## src/rtl/regfile_write_arbiter.sv

```systemverilog
// Write-port arbiter for the 16x8 register file: ALU, load and debug
// requesters share one port, plus a zero-fill sequence after reset.
module regfile_write_arbiter #(
  parameter int W            = 8,
  parameter int D            = 4,
  parameter int STARVE_LIMIT = 8
) (
  input  logic         Clk,
  input  logic         ResetN,
  input  logic         AluReq,
  input  logic [D-1:0] AluAddr,
  input  logic [W-1:0] AluData,
  output logic         AluGnt,
  input  logic         LdReq,
  input  logic [D-1:0] LdAddr,
  input  logic [W-1:0] LdData,
  output logic         LdGnt,
  input  logic         DbgReq,
  input  logic [D-1:0] DbgAddr,
  input  logic [W-1:0] DbgData,
  output logic         DbgGnt,
  input  logic         SoftClear,
  output logic         Busy,
  output logic         ClearDone,
  output logic         WriteEn,
  output logic [D-1:0] Waddr,
  output logic [W-1:0] DataIn
);

  typedef enum logic [1:0] {
    RST_WAIT,
    CLEAR,
    RUN
  } state_t;

  localparam logic [D-1:0] LAST  = '1;
  localparam logic [7:0]   LIMIT = 8'(STARVE_LIMIT);

  state_t       state, state_nx;
  logic [D-1:0] cnt, cnt_nx;
  logic [7:0]   dbg_wait, dbg_wait_nx;
  logic         rr_alu, rr_alu_nx;
  logic         done_nx;
  logic         starve;

  // rr_alu: ALU holds the tie-break next; starts set so ALU wins first.
  always_ff @(posedge Clk or negedge ResetN) begin
    if (!ResetN) begin
      state     <= RST_WAIT;
      cnt       <= '0;
      dbg_wait  <= '0;
      rr_alu    <= 1'b1;
      ClearDone <= 1'b0;
    end else begin
      state     <= state_nx;
      cnt       <= cnt_nx;
      dbg_wait  <= dbg_wait_nx;
      rr_alu    <= rr_alu_nx;
      ClearDone <= done_nx;
    end
  end

  assign starve = DbgReq && (dbg_wait >= LIMIT);

  always_comb begin
    state_nx    = state;
    cnt_nx      = cnt;
    dbg_wait_nx = dbg_wait;
    rr_alu_nx   = rr_alu;
    done_nx     = 1'b0;
    Busy        = 1'b1;
    WriteEn     = 1'b0;
    Waddr       = '0;
    DataIn      = '0;
    AluGnt      = 1'b0;
    LdGnt       = 1'b0;
    DbgGnt      = 1'b0;
    unique case (state)
      RST_WAIT: begin
        state_nx = CLEAR;
        cnt_nx   = '0;
      end
      CLEAR: begin
        WriteEn = 1'b1;
        Waddr   = cnt;
        cnt_nx  = cnt + 1'b1;
        if (cnt == LAST) begin
          state_nx = RUN;
          done_nx  = 1'b1;
        end
      end
      RUN: begin
        Busy = 1'b0;
        if (SoftClear) begin
          state_nx = CLEAR;
          cnt_nx   = '0;
        end else begin
          priority case (1'b1)
            starve:           DbgGnt = 1'b1;
            AluReq && LdReq: begin
              AluGnt = rr_alu;
              LdGnt  = !rr_alu;
            end
            AluReq:           AluGnt = 1'b1;
            LdReq:            LdGnt  = 1'b1;
            DbgReq:           DbgGnt = 1'b1;
            default: ;
          endcase
        end
        if (AluGnt) rr_alu_nx = 1'b0;
        if (LdGnt)  rr_alu_nx = 1'b1;
        if (DbgReq && !DbgGnt) begin
          if (dbg_wait != 8'hFF)
            dbg_wait_nx = dbg_wait + 8'd1;
        end else begin
          dbg_wait_nx = '0;
        end
        WriteEn = AluGnt | LdGnt | DbgGnt;
        priority case (1'b1)
          AluGnt: begin
            Waddr  = AluAddr;
            DataIn = AluData;
          end
          LdGnt: begin
            Waddr  = LdAddr;
            DataIn = LdData;
          end
          DbgGnt: begin
            Waddr  = DbgAddr;
            DataIn = DbgData;
          end
          default: ;
        endcase
      end
      default: state_nx = RST_WAIT;
    endcase
  end

endmodule

```

## config.mk

```make
export PLATFORM = sky130hd
export DESIGN_NAME = regfile_write_arbiter
export DESIGN_NICKNAME = d
export VERILOG_FILES = /design/src/rtl/regfile_write_arbiter.sv
export SDC_FILE = /design/constraint.sdc
export NUM_CORES = 1
export LEC_CHECK = 0
export CAP_MARGIN = 0
export CORE_ASPECT_RATIO = 1.25
export CORE_MARGIN = 2
export CORE_UTILIZATION = 39
export DETAILED_ROUTE_END_ITERATION = 10
export PLACE_DENSITY = 0.74
export SYNTH_ARGS = -nofsm -noshare
export SYNTH_HDL_FRONTEND = slang
export SYNTH_SLANG_ARGS = --single-unit
export TNS_END_PERCENT = 1
```

## constraint.sdc

```tcl
create_clock -name Clk -period 2.3 [get_ports Clk]
set_input_delay 0.46 -clock Clk [delete_from_list [all_inputs] [get_ports Clk]]
set_output_delay 0.46 -clock Clk [all_outputs]
set_load 0.02 [all_outputs]
```

==> impl_metrics.yaml <==
die:
  die_area_um2: 4150
  start_util: 0.409
  placement_rows: 24
  core_um2: 3480
  die-height_um: 71.6
  io_pins: 60
  die_x_um: 58.0
critical_path:
  critPathMaxFanout: 5
  cp.arrival_ns: 2.18
  endpoint_kind: "output pin"
  crit_required_ns: 1.84
  r2r_end: "dbg_wait[1]$_DFFE_PN0P_"
  reg2reg_depth: 5
  worstSetupStartpointType: "register"
  regToRegSetupSlack_ns: 0.15
  reg2reg_from: "dbg_wait[5]$_DFFE_PN0P_"
  critPathKind: "reg -> out"
placement:
  place.gp.congestion: 0.958
  port_buffers: 59
  dp_cells: 299
  place.detailed.hpwl_mm: 3.96
  post_dp_cell_area_um2: 2460
synth:
  synthDistinctLibCells: 39
  syn_inst: 178
  synth.area.top_cells: "dfrtp_1 26%, o41ai_1 8.0%, nand2_1 6.3%"
  synth_common_cells: "24 x nand2_1, 16 x nand3_1, 15 x dfrtp_1"
  syn-num-nets: 227
  ys_warn_count: 0
  yosysMostFrequentCell: "nand2_1"
  ys_seq_area_frac: 0.282
  ys_seq_elements: 16
  yosysTopAreaCellShare: 0.264
  synth_area_um2: 1420
  synth_edf_count: 0
  async_flop_share: 1.00
  yosysTopAreaCell: "dfrtp_1"
  synth_flop_cell: "dfrtp_1"
  avgSynthCellArea_um2: 8.00
sta:
  finalCriticalPeriod_ns: 2.64
  finalClockSkew_ns: 0.00126
  period_share: 1.15
  slew_violations: 0
  rsz0062_at_grt: "true"
  setup_viol: 15
  worst_slew_pin_slew_ns: 0.731
  fmax_mhz: 378
  slew_headroom: 0.511
  setup_ws_ns: -0.344
  hold_viol: 0
clocking:
  clockBufferDepth: 2
  insertion_delay_ns: 0.25
  path_clk_slew_ns: 0.06
  cts_root_buf: "clkbuf_8"
  cts_tree: "yes"
  htreeDepth: 1
  clock_sink_count: 16
  numCtsBuffers: 3
  ctsHoldBuffers: 0
detailed_routing:
  vias: 1810
  wire_per_inst_um: 17.8
  drc: 0
  ant_nets: 0
  viasPerCell: 5.92
  first_pass_iters: 4
  drt-total-wl_mm: 5.44
  drt_iter0_drc: 73
layout:
  final_area_um2: 2760
  drive_above_1_share: 0.378
  syn_to_final_growth_pct: 93.9
  layoutNonFillerInstCount: 306
  nets: 317
  register_area_um2: 402
  fillers: 211
  antennaDiodeCount: 0
  multi_input_area_um2: 1310
worst_hold_path:
  min_to: "cnt[3]$_DFFE_PN0P_"
  hold_path_class: "reg -> reg"
  min_delay_path_depth: 1
  hp-start: "cnt[3]$_DFFE_PN0P_"
global_route:
  grt_max_degree: 18
  grt_pass1_vias: 1894
  grt_pass1_wl_mm: 8.53
  antenna_found_initial: 0
  grt_use_total: 0.259
  grt_overflow: 0
outcome:
  status: "finished with violations"
  violations: "setup timing"
pwr:
  power.leakage_nw: 1.06
  power.density_nw_per_um2: 431
  ir_drop_mv: 0.644
run:
  drv_cap: 0
final cells by class:
cell class | count | share of cell area
well taps | 39 | 0.0177
flip-flops and latches | 16 | 0.145
inverters | 6 | 0.00816
multi-input cells | 142 | 0.473
repair buffers | 99 | 0.335
clock buffers | 4 | 0.0199
critical path, stage by stage (launching register included):
cell	delay [ns]
dfrtp_1	0.39
or4_4	0.54
o21a_4	0.25
or3_4	0.42
a31oi_4	0.19
buf_6	0.14
cells by family after synthesis:
group | share of synthesized area
buffers and inverters | 0.0764
adder cells (fa/ha/maj) | 0.0615
AND/OR/NAND/NOR | 0.255
multiplexers | 0.0290
XOR/XNOR | 0.0123
AO/OA/AOI/OAI | 0.284
flip-flops | 0.282
repair_timing:
| item | 4_1_cts | 5_1_grt |
|---|---|---|
| gates resized for setup | 113 | 12 |
| cloned | 1 | 1 |
| pin swaps | 7 | 3 |
| setup endpoints to repair | 17 | 16 |
| buffers inserted | 0 | 1 |
routing by layer:
| metal | share of wire | vias up | GRT usage | routed length, µm |
|---|---|---|---|---|
| li1 | - | 857 | - | - |
| met1 | 0.40 | 874 | 0.302 | 2200 |
| met2 | 0.52 | 65 | 0.451 | 2820 |
| met3 | 0.052 | 14 | 0.0560 | 284 |
| met4 | 0.026 | 0 | 0.109 | 140 |
| met5 | 0 | - | 0 | 0 |
flip-flops by register name, indices dropped and copies added, names as in the netlist:
name	cells
dbg_wait	8
rr_alu	1
cnt	4
ClearDone	1
state	2
cells in the final DEF, fill, tap and decap left out, types with 5 or more instances in the layout:
| cell type | n |
|---|---|
| ha_1 | 6 |
| clkdlybuf4s50_1 | 41 |
| nand3_1 | 16 |
| a31oi_4 | 8 |
| nand2b_1 | 5 |
| nand2_1 | 21 |
| dfrtp_1 | 15 |
| inv_1 | 5 |
| o41ai_4 | 8 |
| buf_4 | 37 |
| nor2_1 | 8 |
| buf_6 | 11 |
report_power, final:
group	internal, mW	switching [mW]
Sequential	0.323	0.0424
Clock	0.152	0.0990
Combinational	0.284	0.291
how the worst max path moves through the flow:
stage / start / to / depth (start not counted)
after detailed placement: LdReq / DataIn[1] / 8
after global routing: dbg_wait[5]$_DFFE_PN0P_ / Waddr[0] / 6
final: dbg_wait[5]$_DFFE_PN0P_ / DataIn[0] / 5
after floorplan: dbg_wait[7]$_DFFE_PN0P_ / DataIn[0] / 8
after global placement: LdReq / DataIn[7] / 8
after CTS: dbg_wait[5]$_DFFE_PN0P_ / DataIn[5] / 7
stage by stage:
| step | util | worst slack [ns] | TNS (ns) | hold WS (ns) | total power, mW |
|---|---|---|---|---|---|
| floorplan | - | -0.249 | -2.57 | 0.164 | 0.646 |
| global placement | 0.707 | -0.602 | -8.54 | 0.499 | 0.870 |
| detailed placement | 0.707 | -0.647 | -8.79 | 0.519 | 0.893 |
| global route | 0.793 | -0.408 | -5.24 | 0.571 | 1.26 |
| finish | 0.793 | -0.344 | -4.51 | 0.530 | 1.19 |
| CTS | 0.768 | -0.388 | -4.63 | 0.529 | 1.17 |
Power figures use the tool's default switching activity.
